### src/rtl/program_counter.sv
// program_counter: fetch-address register with branch, call/return via a return-address stack,
// and a one-entry slot that holds control-flow requests arriving while pcEn is low.
module program_counter #(
   parameter int pcWidth = 8,
   parameter int stackDepth = 4,
   parameter logic [pcWidth-1:0] resetVector = '0
) (
   input  logic               clk,
   input  logic               reset,
   input  logic               pcEn,
   input  logic               branchEn,
   input  logic               callEn,
   input  logic               retEn,
   input  logic [pcWidth-1:0] branchTarget,
   output logic [pcWidth-1:0] pc,
   output logic               branchPending,
   output logic               stackOverflow,
   output logic               stackUnderflow
);
   localparam int idxW = $clog2(stackDepth);
   localparam int cntW = idxW + 1;
   typedef enum logic [1:0] {reqNone, reqBranch, reqCall, reqRet} reqKind;
   logic [pcWidth-1:0] stack [stackDepth];
   logic [cntW-1:0] count;
   reqKind pendKind, newKind, effKind;
   logic [pcWidth-1:0] pendTarget, effTarget, pcNext, topEntry;
   logic stackFull, stackEmpty;
   always_comb begin
      newKind    = retEn ? reqRet : callEn ? reqCall : branchEn ? reqBranch : reqNone;
      effKind    = newKind != reqNone ? newKind : pendKind;
      effTarget  = newKind != reqNone ? branchTarget : pendTarget;
      pcNext     = pc + pcWidth'(1);
      stackFull  = count == cntW'(stackDepth);
      stackEmpty = count == '0;
      topEntry   = stack[idxW'(count - cntW'(1))];
   end
   assign branchPending = pendKind != reqNone;
   // A held call reuses pcNext at execution time; pc cannot move while stalled.
   always_ff @(posedge clk) begin
      if (reset) begin
         pc             <= resetVector;
         count          <= '0;
         pendKind       <= reqNone;
         pendTarget     <= '0;
         stackOverflow  <= 1'b0;
         stackUnderflow <= 1'b0;
      end else if (pcEn) begin
         pendKind <= reqNone;
         case (effKind)
            reqBranch: pc <= effTarget;
            reqCall: begin
               pc <= effTarget;
               if (stackFull) stackOverflow <= 1'b1;
               else begin
                  stack[count[idxW-1:0]] <= pcNext;
                  count                  <= count + cntW'(1);
               end
            end
            reqRet: begin
               if (stackEmpty) begin
                  pc             <= pcNext;
                  stackUnderflow <= 1'b1;
               end else begin
                  pc    <= topEntry;
                  count <= count - cntW'(1);
               end
            end
            default: pc <= pcNext;
         endcase
      end else if (newKind != reqNone) begin
         pendKind   <= newKind;
         pendTarget <= branchTarget;
      end
   end
endmodule

### config.mk
export PLATFORM = sky130hd
export DESIGN_NAME = program_counter
export DESIGN_NICKNAME = d
export VERILOG_FILES = /design/src/rtl/program_counter.sv
export SDC_FILE = /design/constraint.sdc
export NUM_CORES = 1
export LEC_CHECK = 0
export BUFFER_PORTS_ARGS = -buffer_cell sky130_fd_sc_hd__buf_2
export CORE_MARGIN = 2
export CORE_UTILIZATION = 50
export CTS_CLUSTER_SIZE = 30
export DETAILED_ROUTE_END_ITERATION = 10
export GPL_ROUTABILITY_DRIVEN = 0
export PLACE_DENSITY = 0.77
export SYNTH_ARGS = -nofsm -noshare
export SYNTH_HDL_FRONTEND = slang
export SYNTH_SLANG_ARGS = --single-unit
### constraint.sdc
create_clock -name clk -period 5.9 [get_ports clk]
set_input_delay 1.18 -clock clk [delete_from_list [all_inputs] [get_ports clk]]
set_output_delay 1.18 -clock clk [all_outputs]
set_load 0.02 [all_outputs]
==> results_dict.tcl, run 1 <==
set metrics [dict create \
    status "finished clean" \
    final_nets 264 \
    cp_max_fo 10 \
    drc 0 \
    die_area_um2 5870 \
    path_cells "buf_2 -> inv_1 -> a211oi_1 -> inv_1 -> ha_1 -> and3b_4 -> or2_1 -> a221oi_2 -> a211oi_1" \
    diodes 0 \
    clkTransAtPathRegs_ns 0.10 \
    cts_root_buf "clkbuf_8" \
    first_iter_violations 195 \
    worst_slew_pin_slew_ns 0.720 \
    grt_pass1_wl_um 8560 \
    finClkSkew_ns 0.0129 \
    synthArstFlopShare_pct 0 \
    viasPerCell 5.65 \
    post-route-min-period_ns 3.02 \
    met3_usage_pct 4.15 \
    post_cts_resized 0 \
    min-delay-start "pendTarget[6]" \
    row_count 26 \
    dp_slack_ns 2.56 \
    io_pins 25 \
    synth_cell_types 52 \
    antenna_found_initial 0 \
    worst-path-buf-inv 3 \
    reg2reg_slack_ns 3.26 \
    drive_gt1_share_pct 21.1 \
    fmax_mhz 331 \
    cts_hold_buf 0 \
    grt_overflow_total 0 \
    setup_ws_ns 2.88 \
    gr-usage-met2_pct 28.1 \
    r2r_end "pc[6]" \
    cp-start-kind "input pin" \
    cts_tree "yes" \
    wl_per_cell_um 16.7 \
    dpl.hpwl_um 3700 \
    fin_setup_tns_ns 0 \
    ys.flop_type "edfxtp_1" \
    critPathTopFamily "compound AO/OA/AOI/OAI gates" \
    cts_setup_buffers 0 \
    clock_latency_ns 0.31 \
    required_ns 6.08 \
    startpoint "branchEn" \
    track_usage_pct 18.8 \
    slowest_stage "a211oi_1" \
    grt.busiest_layer "met2" \
    initial_core_util_pct 51.7 \
    cp.arrival_ns 3.20 \
    fin_crit_sh_pct 51.2 \
    synth_warnings 0 \
    avgSynthCellArea_um2 12.0 \
    die_w_um 76.6 \
    port_buffers 24 \
    cts_buffers 5 \
    power.leakage_nw 1.04 \
    grt_pass1_vias 1630 \
    max-vdd-ir-drop_mv 0.146 \
    grt_use_met1_pct 27.9 \
    r2r-start "count[0]" \
    ant_nets 0 \
    cts_max_level 2 \
    ff2ff_path_depth 6 \
    area.growth.synth_to_final_pct 9.48 \
    max_stage_delay_ns 0.38 \
    min_path_type "register to register" \
    power_density_nw_per_um2 287 \
    whs_endpoint "pendTarget[6]" \
    hold_viol_final 0 \
    core_um2 5110 \
    grt_max_degree 32 \
    slew_headroom_pct 52.0 \
    die_y_um 76.6 \
    netlist_instances 220 \
    crit_type "input pin to register" \
    first_pass_iters 4 \
    yosysSeqAreaShare_pct 53.9 \
    ys_ff_latch 55 \
    synth_area_um2 2640 \
    crit_path_end_kind "register" \
    cts.sinks 55 \
    cts_max_path_buffers 2 \
    routed_wl_um 5200 \
    hold_depth 2 \
    synth_edf_count 32 \
    num_vias 1762 \
    rsz0062_at_grt "false" \
    setup_viol 0 \
    synth_nets 243 \
    cap_viol_max_count 0 \
    slew_violations 0 \
]
worst reg2reg max path: cells and delay by family, from the launching register on:
family / cells / cell delay, ns
fa+ha+maj: 1 / 0.32
flops: 1 / 0.80
simple gates: 2 / 0.76
compound gates: 2 / 0.47
buf+inv: 1 / 0.20
flip-flops by register name, summed over array words and instances, names as in the netlist:
register	cells
pendTarget	8
count	3
stack	32
pendKind	2
stackUnderflow	1
stackOverflow	1
pc	8
worst max-delay path by stage:
stage | end | depth (start not counted)
after global placement | pc[1] | 9
after global routing | pc[1] | 9
after detailed placement | pc[1] | 9
final | pc[1] | 9
after CTS | pc[1] | 9
after floorplan | pc[5] | 10
cells in the final DEF (no fill, tap or decap), types with 4 or more instances in the layout:
master    Yosys  routed
a211oi_1      4       4
a21oi_1       9       9
a311oi_1      4       4
buf_2         2      24
clkbuf_8      0       5
dfxtp_1      23      23
edfxtp_1     32      32
ha_1          9       9
inv_1        10      10
mux2_1        4       4
mux4_2        8       8
nand2_1      12      12
nand3_1       5       5
nor2_1       15      15
nor3_1        5       5
o21ai_0      14      14
xnor2_1       6       6
power breakdown:
| part | internal [mW] | switching, mW |
|---|---|---|
| logic | 0.0697 | 0.0914 |
| registers | 0.428 | 0.0228 |
| clock network | 0.0876 | 0.129 |
| total | 0.585 | 0.244 |
synthesized netlist by cell type (all sizes together), types with 2 or more instances:
library cell / instances / area share (%)
nor3: 7 / 1.9
inv: 10 / 1.4
nor2: 15 / 2.1
nor3b: 2 / 0.57
dfxtp: 23 / 17
nor4b: 2 / 0.66
nand2: 12 / 1.7
edfxtp: 32 / 36
xnor2: 6 / 2.0
a211oi: 4 / 1.1
buf: 5 / 1.4
and3: 3 / 0.71
o31a: 2 / 0.66
mux4: 8 / 6.8
a31oi: 2 / 0.47
nor2b: 3 / 0.71
or2: 4 / 0.95
a32oi: 2 / 0.66
a22oi: 3 / 0.85
ha: 9 / 4.3
nand3: 5 / 0.95
o21ai: 14 / 2.7
a21oi: 9 / 1.7
and2: 3 / 0.71
clkbuf: 6 / 0.90
mux2: 6 / 2.6
nand2b: 2 / 0.47
a311oi: 4 / 1.3
layout make-up:
cell class | instances | area (um2)
Clock buffer | 5 | 68.8
Sequential cell | 55 | 1420
Inverter | 10 | 37.5
Tap cell | 70 | 87.6
Fill cell | 456 | 2220
Multi-Input combinational cell | 144 | 1120
Clock inverter | 3 | 26.3
Timing Repair Buffer | 25 | 128
metrics by stage:
stage | hold WS (ns) | util, % | area (um2) | power [mW] | cells
6_report | 0.479 | 56.6 | 2890 | 0.829 | 312
4_1_cts | 0.481 | 56.6 | 2890 | 0.835 | 312
5_1_grt | 0.515 | 56.6 | 2890 | 0.870 | 312
2_1_floorplan | 0.448 | - | 2640 | 0.578 | 220
3_5_place_dp | 0.467 | 54.7 | 2790 | 0.620 | 304
3_3_place_gp | 0.454 | 54.7 | 2790 | 0.616 | 304
metal layers:
metal  up-vias  part of all wire [%]
met3         5                   4.0
met1       845                    50
met4         0                  0.98
met2        39                    45
met5         -                     0
li1        873                     -
logic make-up (layout without fill, tap and decap cells):
family	Yosys count	in the layout	share of synthesized area (%)
DFF	55	55	53.9
muxes	15	15	9.77
AOI/OAI and AO/OA	50	50	13.0
and+or+nand+nor	63	63	13.0
buffers and inverters	21	43	3.70
xor gates and xnor gates	7	7	2.32
adders and majority gates	9	9	4.27
Power figures use the tool's default switching activity.
==> inputs of run 2 (changes only) <==
ABC_AREA = 1   (was not set)
PLACE_DENSITY = 0.79   (was 0.77)
clock period = 2.75 ns   (was 5.9 ns; I/O delays follow)
==> results_dict.tcl, run 2 <==
set metrics [dict create \
    status "finished clean" \
    cts_hold_buf 0 \
    first_pass_iters 4 \
    post_cts_resized 0 \
    diodes 0 \
    grt_max_degree 22 \
    cts.sinks 55 \
    first_iter_violations 105 \
    path_cells "buf_2 -> nor2_1 -> nor2_1 -> nor2_1 -> ha_1 -> nand3_1 -> nor2_1" \
    slew_headroom_pct 58.9 \
    dpl.hpwl_um 4490 \
    final_nets 401 \
    cts_setup_buffers 0 \
    cp_max_fo 8 \
    drc 0 \
    synth.top_cell.area_share_pct 32.4 \
    routed_wl_um 5880 \
    synth_edf_count 32 \
    grt_pass1_vias 2146 \
    setup_ws_ns 0.725 \
    setup_viol 0 \
    max_stage_delay_ns 0.53 \
    grt_overflow_total 0 \
    p_comb_share_pct 22.3 \
    synth.most_common_cell "nand2_1" \
    cts_max_path_buffers 2 \
    cts_max_level 2 \
    power_density_nw_per_um2 558 \
    num_vias 2276 \
    cpMostUsedCell "nor2_1" \
    power.leakage_nw 1.48 \
    fin_crit_sh_pct 73.6 \
    core_um2 5820 \
    utilization_pct 55.4 \
    synth_cell_types 30 \
    crit_type "input pin to register" \
    row_count 28 \
    largest_reg_flops 32 \
    cts_tree "yes" \
    clkTransAtPathRegs_ns 0.10 \
    fmax_mhz 494 \
    io_pins 25 \
    netlist_instances 353 \
    die_area_um2 6570 \
    ys_ff_latch 55 \
    synth_area_um2 2970 \
    track_usage_pct 19.4 \
    rsz0062_at_grt "false" \
    worst_slew_pin_slew_ns 0.614 \
    cap_viol_max_count 0 \
    port_buffers 24 \
    required_ns 2.71 \
    die_y_um 81.1 \
    clkPwrFrac_pct 25.2 \
    cts_buffers 5 \
    crit_path_end_kind "register" \
    grt_pass1_wl_um 9560 \
    die_w_um 81.1 \
    max-vdd-ir-drop_mv 0.333 \
    yosysTopAreaCell "edfxtp_1" \
    synth_top_cells_by_area "edfxtp_1, dfxtp_1, nand2_1" \
    mostFrequentLayoutCells "nand2_1, inv_1, nand3_1" \
    power_frac_seq_pct 52.5 \
    cp-start-kind "input pin" \
    ant_nets 0 \
    p_int_mw 1.22 \
    initial_core_util_pct 51.1 \
    antenna_found_initial 0 \
    ys.flop_type "edfxtp_1" \
    synthArstFlopShare_pct 0 \
    post-route-min-period_ns 2.02 \
    viasPerCell 5.01 \
    layout_commonest_cell "nand2_1" \
    synth_nets 376 \
    area.growth.synth_to_final_pct 8.38 \
    cts_root_buf "clkbuf_8" \
    dp_slack_ns 0.383 \
    clock_latency_ns 0.31 \
    slowest_stage "nor2_1" \
    fin_setup_tns_ns 0 \
    min_path_type "input pin to register" \
    netlist_top_cells_count "nand2_1, inv_1, nand3_1, edfxtp_1, dfxtp_1" \
    power_switching_mw 0.572 \
    switching_share_pct 31.8 \
    avgSynthCellArea_um2 8.41 \
    synth_warnings 0 \
    wl_per_cell_um 13.0 \
    yosysSeqAreaShare_pct 47.9 \
    drive_gt1_share_pct 18.5 \
    slew_violations 0 \
    cp.arrival_ns 1.98 \
    finClkSkew_ns 0.00716 \
    hold_viol_final 0 \
]
run 2: cell types whose count changed in the layout (fill, tap and decap cells not counted), sizes merged, moves of 6 or more:
cell / change
mux4: -8
nand3: +48
mux2: -6
nor3: -7
inv: +52
nand2: +87
run 2: final cells by class:
type                    count  area [um2]
clock buffers               5        68.8
multi-input cells         225        1220
flip-flops and latches     55        1420
clock inverters             3        25.0
inverters                  65         251
repair buffers             26         135
fillers                   545        2600
well taps                  75        93.8
run 2: cell families (layout without fill, tap and decap cells):
group	after synthesis	after routing	share of synthesized area, %
xor+xnor	5	5	1.47
compound gates	35	35	6.95
simple gates	176	176	29.0
fa+ha+maj	9	9	3.79
flops	55	55	47.9
buf+inv	73	99	11.0
run 2: stage by stage:
step,instances,area (um2),power [mW],hold slack [ns]
2_1_floorplan,353,2970,1.27,0.451
3_3_place_gp,446,3130,1.35,0.444
3_5_place_dp,446,3130,1.36,0.452
4_1_cts,454,3220,1.80,0.455
5_1_grt,454,3220,1.88,0.460
6_report,454,3220,1.80,0.458
run 2: worst paths after layout:
path	start	to	slack, ns	cells past startpoint
min	reset	count[2]	0.46	2
min reg2reg	stackUnderflow	stackUnderflow	0.47	2
max reg2reg	pendKind[0]	stack[1][0]	0.73	6
max	branchEn	stack[1][0]	0.73	7
run 2: metal layers:
layer	share of wire (%)	up-vias	global-route usage (%)
met5	0	-	0
met3	6.0	6	4.11
met4	0.80	0	6.10
met2	51	60	35.1
li1	-	1166	-
met1	42	1044	22.8
run 2: worst max-delay path, delay by kind of cell:
family / cells / cell delay [ns]
AND/OR/NAND/NOR: 5 / 1.09
adder cells (fa/ha/maj): 1 / 0.24
buffers and inverters: 1 / 0.11
run 2: power groups by stage:
stage	combinational (mW)	clock, mW	sequential [mW]
final	0.400	0.453	0.944
after global routing	0.446	0.486	0.949
after CTS	0.398	0.460	0.944
after detailed placement	0.397	0	0.963
after global placement	0.389	0	0.962
after floorplan	0.297	0	0.969
